<file path="config.mk">
export PLATFORM = sky130hd
export DESIGN_NAME = ysyx_22040237_mcyc_ctrl
export DESIGN_NICKNAME = d
export VERILOG_FILES = /design/src/rtl/ysyx_22040237_mcyc_ctrl_pkg.sv /design/src/rtl/ysyx_22040237_hs_timer.sv /design/src/rtl/ysyx_22040237_mcyc_ctrl.sv
export SDC_FILE = /design/constraint.sdc
export NUM_CORES = 1
export LEC_CHECK = 0
export ABC_CLOCK_PERIOD_IN_PS = 2009
export BUFFER_PORTS_ARGS = -buffer_cell sky130_fd_sc_hd__buf_2
export CORE_ASPECT_RATIO = 1.5
export CORE_UTILIZATION = 46
export CTS_CLUSTER_SIZE = 40
export DETAILED_ROUTE_END_ITERATION = 12
export PLACE_DENSITY_LB_ADDON = 0.12
export SETUP_SLACK_MARGIN = 0.2
export SLEW_MARGIN = 20
export SYNTH_ARGS = -nofsm -noshare
export SYNTH_HDL_FRONTEND = slang
export SYNTH_SLANG_ARGS = --single-unit
</file>
<file path="constraint.sdc">
create_clock -name clk -period 2.01 [get_ports clk]
set_input_delay 0.201 -clock clk [delete_from_list [all_inputs] [get_ports clk]]
set_output_delay 0.201 -clock clk [all_outputs]
set_load 0.01 [all_outputs]
</file>
<file path="src/rtl/ysyx_22040237_mcyc_ctrl_pkg.sv">
// Shared definitions for the multi-cycle sequencer: state encodings, halt
// codes and default parameter values.
package ysyx_22040237_mcyc_ctrl_pkg;

    // Sequencer states. The encodings are visible on state_o for trace.
    typedef enum logic [2:0] {
        ST_IDLE   = 3'd0,
        ST_FETCH  = 3'd1,
        ST_DECODE = 3'd2,
        ST_EXEC   = 3'd3,
        ST_MEM    = 3'd4,
        ST_WB     = 3'd5,
        ST_HALT   = 3'd6
    } state_t;

    // Reason reported on halt_code_o once the core stops.
    typedef enum logic [1:0] {
        HALT_EBREAK  = 2'd0,
        HALT_INVALID = 2'd1,
        HALT_TIMEOUT = 2'd2
    } halt_code_t;

    localparam logic [63:0] RESET_PC_DEFAULT = 64'h8000_0000;
    localparam int          TIMEOUT_DEFAULT  = 255;
    localparam int          TO_W_DEFAULT     = 8;

    // States that wait on a memory-side handshake and therefore run the timer.
    function automatic logic is_wait_state(input state_t s);
        return (s == ST_FETCH) || (s == ST_MEM);
    endfunction

endpackage

</file>
<file path="src/rtl/ysyx_22040237_hs_timer.sv">
// Handshake wait timer. Counts cycles spent waiting for a ready and flags
// when the count has reached the timeout limit.
module ysyx_22040237_hs_timer #(
    parameter int TO_W    = 8,
    parameter int TIMEOUT = 255
) (
    input  logic clk,
    input  logic rst_n,
    input  logic clr,
    input  logic inc,
    output logic expired
);

    logic [TO_W-1:0] count_q;

    assign expired = (count_q == TO_W'(TIMEOUT));

    // Wait counter: cleared outside handshake states, saturates at the limit.
    // NOTE: state registers use non-blocking assignments so every flop samples
    // the pre-edge values of its neighbours; blocking here would create
    // ordering-dependent simulation that no longer matches the netlist.
    always_ff @(posedge clk or negedge rst_n) begin
        if (!rst_n) begin
            count_q <= '0;
        end else if (clr) begin
            count_q <= '0;
        end else if (inc && !expired) begin
            count_q <= count_q + 1'b1;
        end
    end

endmodule

</file>
<file path="src/rtl/ysyx_22040237_mcyc_ctrl.sv">
// Multi-cycle sequencer for the RV64 core. Owns the PC, steps each
// instruction through FETCH/DECODE/EXEC/MEM/WB, gates register-file writes,
// halts on ebreak, illegal instruction or bus timeout, and keeps the cycle
// and retired-instruction counters.
module ysyx_22040237_mcyc_ctrl
    import ysyx_22040237_mcyc_ctrl_pkg::*;
#(
    parameter logic [63:0] RESET_PC = RESET_PC_DEFAULT,
    parameter int          TIMEOUT  = TIMEOUT_DEFAULT,
    parameter int          TO_W     = TO_W_DEFAULT
) (
    input  logic        clk,
    input  logic        rst_n,
    // instruction fetch handshake
    output logic        ifu_req_o,
    output logic [63:0] ifu_addr_o,
    input  logic        ifu_ready_i,
    output logic        ir_we_o,
    // decoder flags
    input  logic        invalid_inst_i,
    input  logic        is_ebreak_i,
    input  logic        is_load_i,
    input  logic        is_store_i,
    input  logic        rd_wr_en_i,
    input  logic [63:0] next_pc_i,
    // load/store handshake
    output logic        lsu_req_o,
    output logic        lsu_wr_o,
    input  logic        lsu_ready_i,
    // architectural side effects and status
    output logic        rf_wr_en_o,
    output logic [63:0] pc_o,
    output logic [2:0]  state_o,
    output logic        halt_o,
    output logic [1:0]  halt_code_o,
    output logic [63:0] cycle_cnt_o,
    output logic [63:0] instret_o
);

    state_t      state_q;
    logic [63:0] pc_q;
    logic        halt_q;
    halt_code_t  halt_code_q;
    logic        mem_wr_q;
    logic [63:0] cycle_q;
    logic [63:0] instret_q;

    logic        to_clr;
    logic        to_inc;
    logic        to_expired;
    logic        retire;

    // The timer runs only while a handshake is outstanding; leaving the wait
    // states clears it, so each FETCH/MEM entry starts from zero.
    assign to_clr = !is_wait_state(state_q);
    assign to_inc = ((state_q == ST_FETCH) && !ifu_ready_i) ||
                    ((state_q == ST_MEM)   && !lsu_ready_i);

    ysyx_22040237_hs_timer #(
        .TO_W    (TO_W),
        .TIMEOUT (TIMEOUT)
    ) u_hs_timer (
        .clk     (clk),
        .rst_n   (rst_n),
        .clr     (to_clr),
        .inc     (to_inc),
        .expired (to_expired)
    );

    // An instruction retires in WB, or in DECODE when it is a legal ebreak.
    assign retire = (state_q == ST_WB) ||
                    ((state_q == ST_DECODE) && !invalid_inst_i && is_ebreak_i);

    // Sequencer FSM: next state, PC update, halt status and the latched
    // store direction for the MEM handshake.
    always_ff @(posedge clk or negedge rst_n) begin
        if (!rst_n) begin
            state_q     <= ST_IDLE;
            pc_q        <= RESET_PC;
            halt_q      <= 1'b0;
            halt_code_q <= HALT_EBREAK;
            mem_wr_q    <= 1'b0;
        end else begin
            case (state_q)
                ST_IDLE: begin
                    state_q <= ST_FETCH;
                end
                ST_FETCH: begin
                    // A ready on the expiry cycle still completes the fetch.
                    if (ifu_ready_i) begin
                        state_q <= ST_DECODE;
                    end else if (to_expired) begin
                        state_q     <= ST_HALT;
                        halt_q      <= 1'b1;
                        halt_code_q <= HALT_TIMEOUT;
                    end
                end
                ST_DECODE: begin
                    if (invalid_inst_i) begin
                        state_q     <= ST_HALT;
                        halt_q      <= 1'b1;
                        halt_code_q <= HALT_INVALID;
                    end else if (is_ebreak_i) begin
                        state_q     <= ST_HALT;
                        halt_q      <= 1'b1;
                        halt_code_q <= HALT_EBREAK;
                    end else begin
                        state_q <= ST_EXEC;
                    end
                end
                ST_EXEC: begin
                    if (is_load_i || is_store_i) begin
                        state_q  <= ST_MEM;
                        mem_wr_q <= is_store_i;
                    end else begin
                        state_q <= ST_WB;
                    end
                end
                ST_MEM: begin
                    if (lsu_ready_i) begin
                        state_q <= ST_WB;
                    end else if (to_expired) begin
                        state_q     <= ST_HALT;
                        halt_q      <= 1'b1;
                        halt_code_q <= HALT_TIMEOUT;
                    end
                end
                ST_WB: begin
                    pc_q    <= next_pc_i;
                    state_q <= ST_FETCH;
                end
                ST_HALT: begin
                    state_q <= ST_HALT;
                end
                default: begin
                    state_q <= ST_IDLE;
                end
            endcase
        end
    end

    // Free-running cycle counter (frozen in HALT) and retired-instruction
    // counter; both wrap naturally at 2^64.
    always_ff @(posedge clk or negedge rst_n) begin
        if (!rst_n) begin
            cycle_q   <= '0;
            instret_q <= '0;
        end else begin
            if (state_q != ST_HALT) begin
                cycle_q <= cycle_q + 64'd1;
            end
            if (retire) begin
                instret_q <= instret_q + 64'd1;
            end
        end
    end

    // Requests are pure decodes of the state register, so a ready input can
    // never loop back into a request, and reset drops them asynchronously.
    assign ifu_req_o   = (state_q == ST_FETCH);
    assign ifu_addr_o  = pc_q;
    assign ir_we_o     = (state_q == ST_FETCH) && ifu_ready_i;
    assign lsu_req_o   = (state_q == ST_MEM);
    assign lsu_wr_o    = (state_q == ST_MEM) && mem_wr_q;
    assign rf_wr_en_o  = (state_q == ST_WB) && rd_wr_en_i && !is_store_i;
    assign pc_o        = pc_q;
    assign state_o     = state_q;
    assign halt_o      = halt_q;
    assign halt_code_o = halt_code_q;
    assign cycle_cnt_o = cycle_q;
    assign instret_o   = instret_q;

endmodule

</file>
* Word-level counts from Yosys, hierarchy flattened
Cells that the tools add are included.
W data, S select, Z words.
** Storage, ports and cells
- Bits in registers :: 207
- Bits in read-only memories :: 0
- Word-level logic and storage cells :: 67
- Memories kept :: 0
- Input port bits :: 73
- Bits in writable memories :: 0
- Latch bits :: 0
** Operators by class
- Reductions and logical operators :: 23
- Divide/modulo/power cells :: 0
- Equal/unequal tests :: 12
- $lt $le $gt $ge :: 0
- $add $sub $neg :: 3
- Shifts and indexed selects :: 0
- Multiplexer cells :: 21
- Bitwise operators :: 0
- $mul :: 0
** Operators by type and width (count)
- $add A64 B1 Y64 const B :: 2
- $pmux W3 S6 :: 1
- $mux W8 :: 2
- $mux W3 :: 5
- $mux W2 :: 5
- $eq A3 B3 Y1 const B :: 3
- $logic_and A1 B1 Y1 :: 9
- $add A8 B1 Y8 const B :: 1
- $eq A8 B8 Y1 const B :: 1
- $eq A3 B2 Y1 const B :: 2
- $mux W1 :: 6
- $ne A3 B3 Y1 const B :: 2
- $pmux W2 S3 :: 1
- $logic_not A1 Y1 :: 5
- $logic_or A1 B1 Y1 :: 4
- $ne A2 B2 Y1 const B :: 2
- $reduce_and A4 Y1 :: 1
- $eq A3 B1 Y1 const B :: 1
- $logic_not A3 Y1 :: 1
- $pmux W1 S3 :: 1
- $reduce_bool A3 Y1 :: 1
- $ne A2 B1 Y1 const B :: 1
- $reduce_and A2 Y1 :: 1
- $reduce_or A2 Y1 :: 1

* Logic depth before layout (Yosys ltp)
- Depth in word-level cells :: 6
- Gate-level depth with buffers :: 8

* Cells and area by module
Synthesis repeated with hierarchy kept, for this count alone.
** Second synthesis, totals
- Cells, all modules :: 842
- Area total of the unflattened synthesis :: 9764.4 sq um
** Modules (own cells, without submodules)
- ysyx_22040237_mcyc_ctrl :: area an instance 9295.2 sq um, sequential area each 4981.0 sq um, cells each 795, instances 1
- ysyx_22040237_hs_timer :: area an instance 469.2 sq um, sequential area each 200.2 sq um, cells each 47, instances 1

* Least setup slack after synthesis
OpenSTA, ideal clock, no wires.
- Path type :: register -> register
- Start point :: reg state_q[1] (netlist: state_o[1])
- End point :: reg instret_q[54] (netlist: instret_o[54])
- Setup slack :: -0.215 ns
- Setup time :: 0.127 ns
- Stages on the path, launching flop included :: 7
- Period minus slack after synthesis :: 2.225 ns
- Arrival :: 2.098 ns
- Path through :: dfrtp_1 buf_4 or3b_4 o32ai_4 nand3_2 or4_4 xnor2_2
** Between the ends
- Longest elaborated chain between the ends :: 4
** Ends and longest elaborated chain
- start: declaration :: line ysyx_22040237_mcyc_ctrl.sv:40 : state_t state_q;
- start signal: assignment :: line ysyx_22040237_mcyc_ctrl.sv:78 : state_q <= ST_IDLE;
- start signal: assignment :: line ysyx_22040237_mcyc_ctrl.sv:86 : state_q <= ST_FETCH;
- start signal: assignment :: line ysyx_22040237_mcyc_ctrl.sv:91 : state_q <= ST_DECODE;
- $eq A3 B2 Y1 :: line ysyx_22040237_mcyc_ctrl.sv:72 : ((state_q == ST_DECODE) && !invalid_inst_i && is_ebreak_i);
- $logic_and A1 B1 Y1 (2 in a row) :: line ysyx_22040237_mcyc_ctrl.sv:72
- $logic_or A1 B1 Y1 * :: line ysyx_22040237_mcyc_ctrl.sv:71 : assign retire = (state_q == ST_WB) ||
- end signal: assignment :: line ysyx_22040237_mcyc_ctrl.sv:153 : instret_q <= instret_q + 64'd1;
- end: declaration :: line ysyx_22040237_mcyc_ctrl.sv:46 : logic [63:0] instret_q;
Mark *: on every way between the ends. The rest lies on a longest branch, timed or not.
A chain may end at the register's enable or synchronous reset.

* Final worst setup path
- Start point :: reg state_q[2] (netlist: state_o[2])
- End point :: reg instret_q[54] (netlist: instret_o[54])
The elaborated chain is that of the path after synthesis.

==> reports/metrics.yaml <==
timing:
  slew_violations: 0
  max_slew.worst_pin.slew_ns: 0.538
  max-slew-margin-rel_pct: 64.1
  rsz0062_at_grt: "true"
  finalCritPeriodShare_pct: 99.0
  finClkSkew_ns: 0.00985
  hold_viol: 0
  min_period_ns: 1.99
  whs_ns: 0.0306
  fmaxAchievable_mhz: 503
  finalSetupTns_ns: 0
  finalSetupViolations: 0
setup_path:
  critPathCaptureType: "flip-flop"
  critical_path_arrival_ns: 2.37
  cp_max_fo: 4
  cp-start-kind: "flip-flop"
  worstReg2RegEnd: "instret_o[54]"
  critical_path_class: "flip-flop to flip-flop"
  r2r-start: "state_o[2]"
  ff2ff_path_depth: 5
  rrSetupSlack_ns: 0.02
  cp_data_required_time_ns: 2.39
grt:
  grt_pass1_wl_um: 46400
  gr-usage-met2_pct: 48.6
  grtUsageMet1_pct: 31.0
  grt_max_degree: 64
  gr-usage-all-layers_pct: 27.1
  grt_pass1_vias: 8763
  grt_busiest_layer: "met2"
  grt_antenna_before_repair: 3
  use_met3_pct: 5.11
  grt_overflow: 0
synthesis:
  ys_types: 50
  syn-instance-count: 988
  synth_nets: 1064
  synth_area_per_cell_um2: 9.80
  syn_area_um2: 9690
  synth_warnings: 0
  ys_ff_latch: 207
  ys_seq_area_share_pct: 53.5
die:
  die_height_um: 180
  die-width_um: 120
  core_area_um2: 20500
  die_area_um2: 21700
  rows: 64
  initial_core_util_pct: 47.3
  io_pins: 340
pwr:
  totalPowerFinal_uw: 14900
  total_leakage_power_uw: 0.00818
  ir_drop_mv: 0.806
  power.density_nw_per_um2: 1010
placement:
  gp_congestion: 0.899
  port_buffers: 339
  place_area_um2: 12100
  hpwl_um: 20000
  dp_cells: 1591
clock_tree:
  htree_levels: 1
  cts_buffers: 21
  cts_buffer_depth: 3
  cts-root-buf: "clkbuf_16"
  clk_latency_ns: 0.49
  cts_tree: "done"
  clkSinkCount: 207
  clkSlewWorstSetupHoldPaths_ns: 0.07
layout:
  final_cell_mix: "337 x buf_2, 246 x nand2_1, 202 x dfrtp_1"
  drive_above_1_share_pct: 44.5
  nFillCells: 1522
  multi_input_area_um2: 4830
  finalNonFillerCells: 1752
  fin_area_um2: 14800
  final_nets: 1549
  regArea_um2: 5190
  syn_to_final_growth_pct: 52.5
  final_common_cell: "buf_2"
route:
  drtIter0Drc: 466
  routedWlPerCell_um: 17.2
  via_per_inst: 5.12
  drc_errors: 0
  postRouteWirelength_um: 30200
  ant_nets: 0
  first_pass_iters: 5
  vias: 8963
outcome:
  outcome: "complete, no violations"
worst_hold_path:
  hold_class: "input pin to flip-flop"
  min_from: "is_load_i"
  hold_depth: 3
  hold_end: "mem_wr_q"
job:
  max_cap_violations: 0
-- how the worst max path moves through the flow --
stage | depth (start not counted) | to | from | slack (ns)
finish | 5 | instret_o[54] | state_o[2] | 0.02
global route | 7 | instret_o[26] | state_o[2] | -0.06
CTS | 5 | lsu_wr_o | state_o[1] | 0.02
detailed placement | 6 | instret_o[49] | state_o[0] | 0.001
global placement | 5 | instret_o[54] | state_o[0] | 0.02
floorplan | 6 | instret_o[54] | state_o[1] | -0.12
-- metrics by stage --
step | worst slack [ns] | util [%]
floorplan | -0.124 | -
global placement | 0.0220 | 58.8
detailed placement | 0.00131 | 58.8
CTS | 0.0174 | 68.5
global route | -0.0589 | 72.0
finish | 0.0211 | 72.0
-- repair_timing --
| item | in CTS | in global routing |
|---|---|---|
| pin swaps | 54 | 70 |
| hold endpoints to repair | 121 | 0 |
| setup buffers | 28 | 26 |
| endpoints found under the setup margin | 78 | 183 |
| hold buffers | 65 | 0 |
| gates resized for setup | 80 | 115 |
| gates cloned | 3 | 1 |
-- worst max-delay path: stages (launching register included) --
cell and delay [ns]:
dfrtp_1 0.40, or3b_4 0.43, o32ai_4 0.32, nand3_2 0.13, or4_4 0.44, xnor2_2 0.14
-- power breakdown --
group	leakage, uW	internal, uW	switching [uW]
clock network	0.000346	2340	1600
logic	0.00513	2260	2940
registers	0.00270	5030	714
total	0.00818	9630	5260
-- state kept, by name (all words and copies together), names as in the netlist --
| name | cells |
|---|---|
| cycle_cnt_o | 64 |
| ifu_addr_o | 64 |
| instret_o | 64 |
| u_hs_timer.count_q | 8 |
| state_o | 3 |
| halt_code_o | 2 |
| halt_o | 1 |
| mem_wr_q | 1 |
-- logic make-up (layout without fill, tap and decap cells) --
kind of cell | count (synthesis) | in the layout | synth area share [%]
AOI/OAI and AO/OA | 25 | 26 | 1.83
xor gates and xnor gates | 131 | 131 | 11.9
adders and majority gates | 3 | 3 | 0.388
buffers and inverters | 109 | 605 | 6.85
DFF | 207 | 207 | 53.5
muxes | 2 | 2 | 0.220
other | 0 | 2 | 0
and+or+nand+nor | 511 | 512 | 25.3
-- cell type report --
cell class	count	share of cell area, %
timing repair buffer	551	24.7
tap	264	2.24
clock inverter	4	0.330
clock buffer	32	4.38
sequential	207	35.1
multi-input combinational	674	32.7
antenna	2	0.0339
inverter	18	0.458
-- metal layers --
| metal | part of all wire [%] | vias up |
|---|---|---|
| li1 | - | 4209 |
| met1 | 38 | 4377 |
| met2 | 53 | 290 |
| met3 | 5.4 | 85 |
| met4 | 4.0 | 2 |
| met5 | 0.043 | - |
-- Yosys cell counts, drive strengths merged --
| library cell | count | area share (%) |
|---|---|---|
| o311a | 1 | 0.10 |
| or3 | 2 | 0.13 |
| nor4b | 4 | 0.36 |
| and4 | 8 | 0.72 |
| dfrtp | 206 | 53 |
| or4 | 3 | 0.27 |
| mux2i | 1 | 0.10 |
| o32ai | 1 | 0.28 |
| a22oi | 1 | 0.078 |
| o22ai | 2 | 0.13 |
| mux2 | 1 | 0.12 |
| buf | 73 | 5.5 |
| and2 | 7 | 0.45 |
| clkbuf | 18 | 0.70 |
| nor4 | 19 | 1.7 |
| a21o | 1 | 0.078 |
| nand3b | 2 | 0.15 |
| o2bb2ai | 2 | 0.18 |
| nor2b | 1 | 0.065 |
| ha | 3 | 0.39 |
| nor3 | 42 | 2.3 |
| a21oi | 5 | 0.26 |
| o21ai | 9 | 0.46 |
| nand4 | 43 | 2.9 |
| nand4b | 1 | 0.090 |
| xnor2 | 60 | 5.5 |
| nand3 | 49 | 2.6 |
| o31ai | 2 | 0.15 |
| dfstp | 1 | 0.27 |
| and3 | 10 | 0.65 |
| and3b | 1 | 0.090 |
| nand2 | 252 | 9.8 |
| inv | 18 | 0.70 |
| nand2b | 5 | 0.32 |
| xor2 | 71 | 6.4 |
| or3b | 1 | 0.12 |
| a32o | 1 | 0.10 |
| nor2 | 57 | 2.2 |
| nor3b | 4 | 0.36 |
Note: power is estimated with default switching activity, not from simulation.
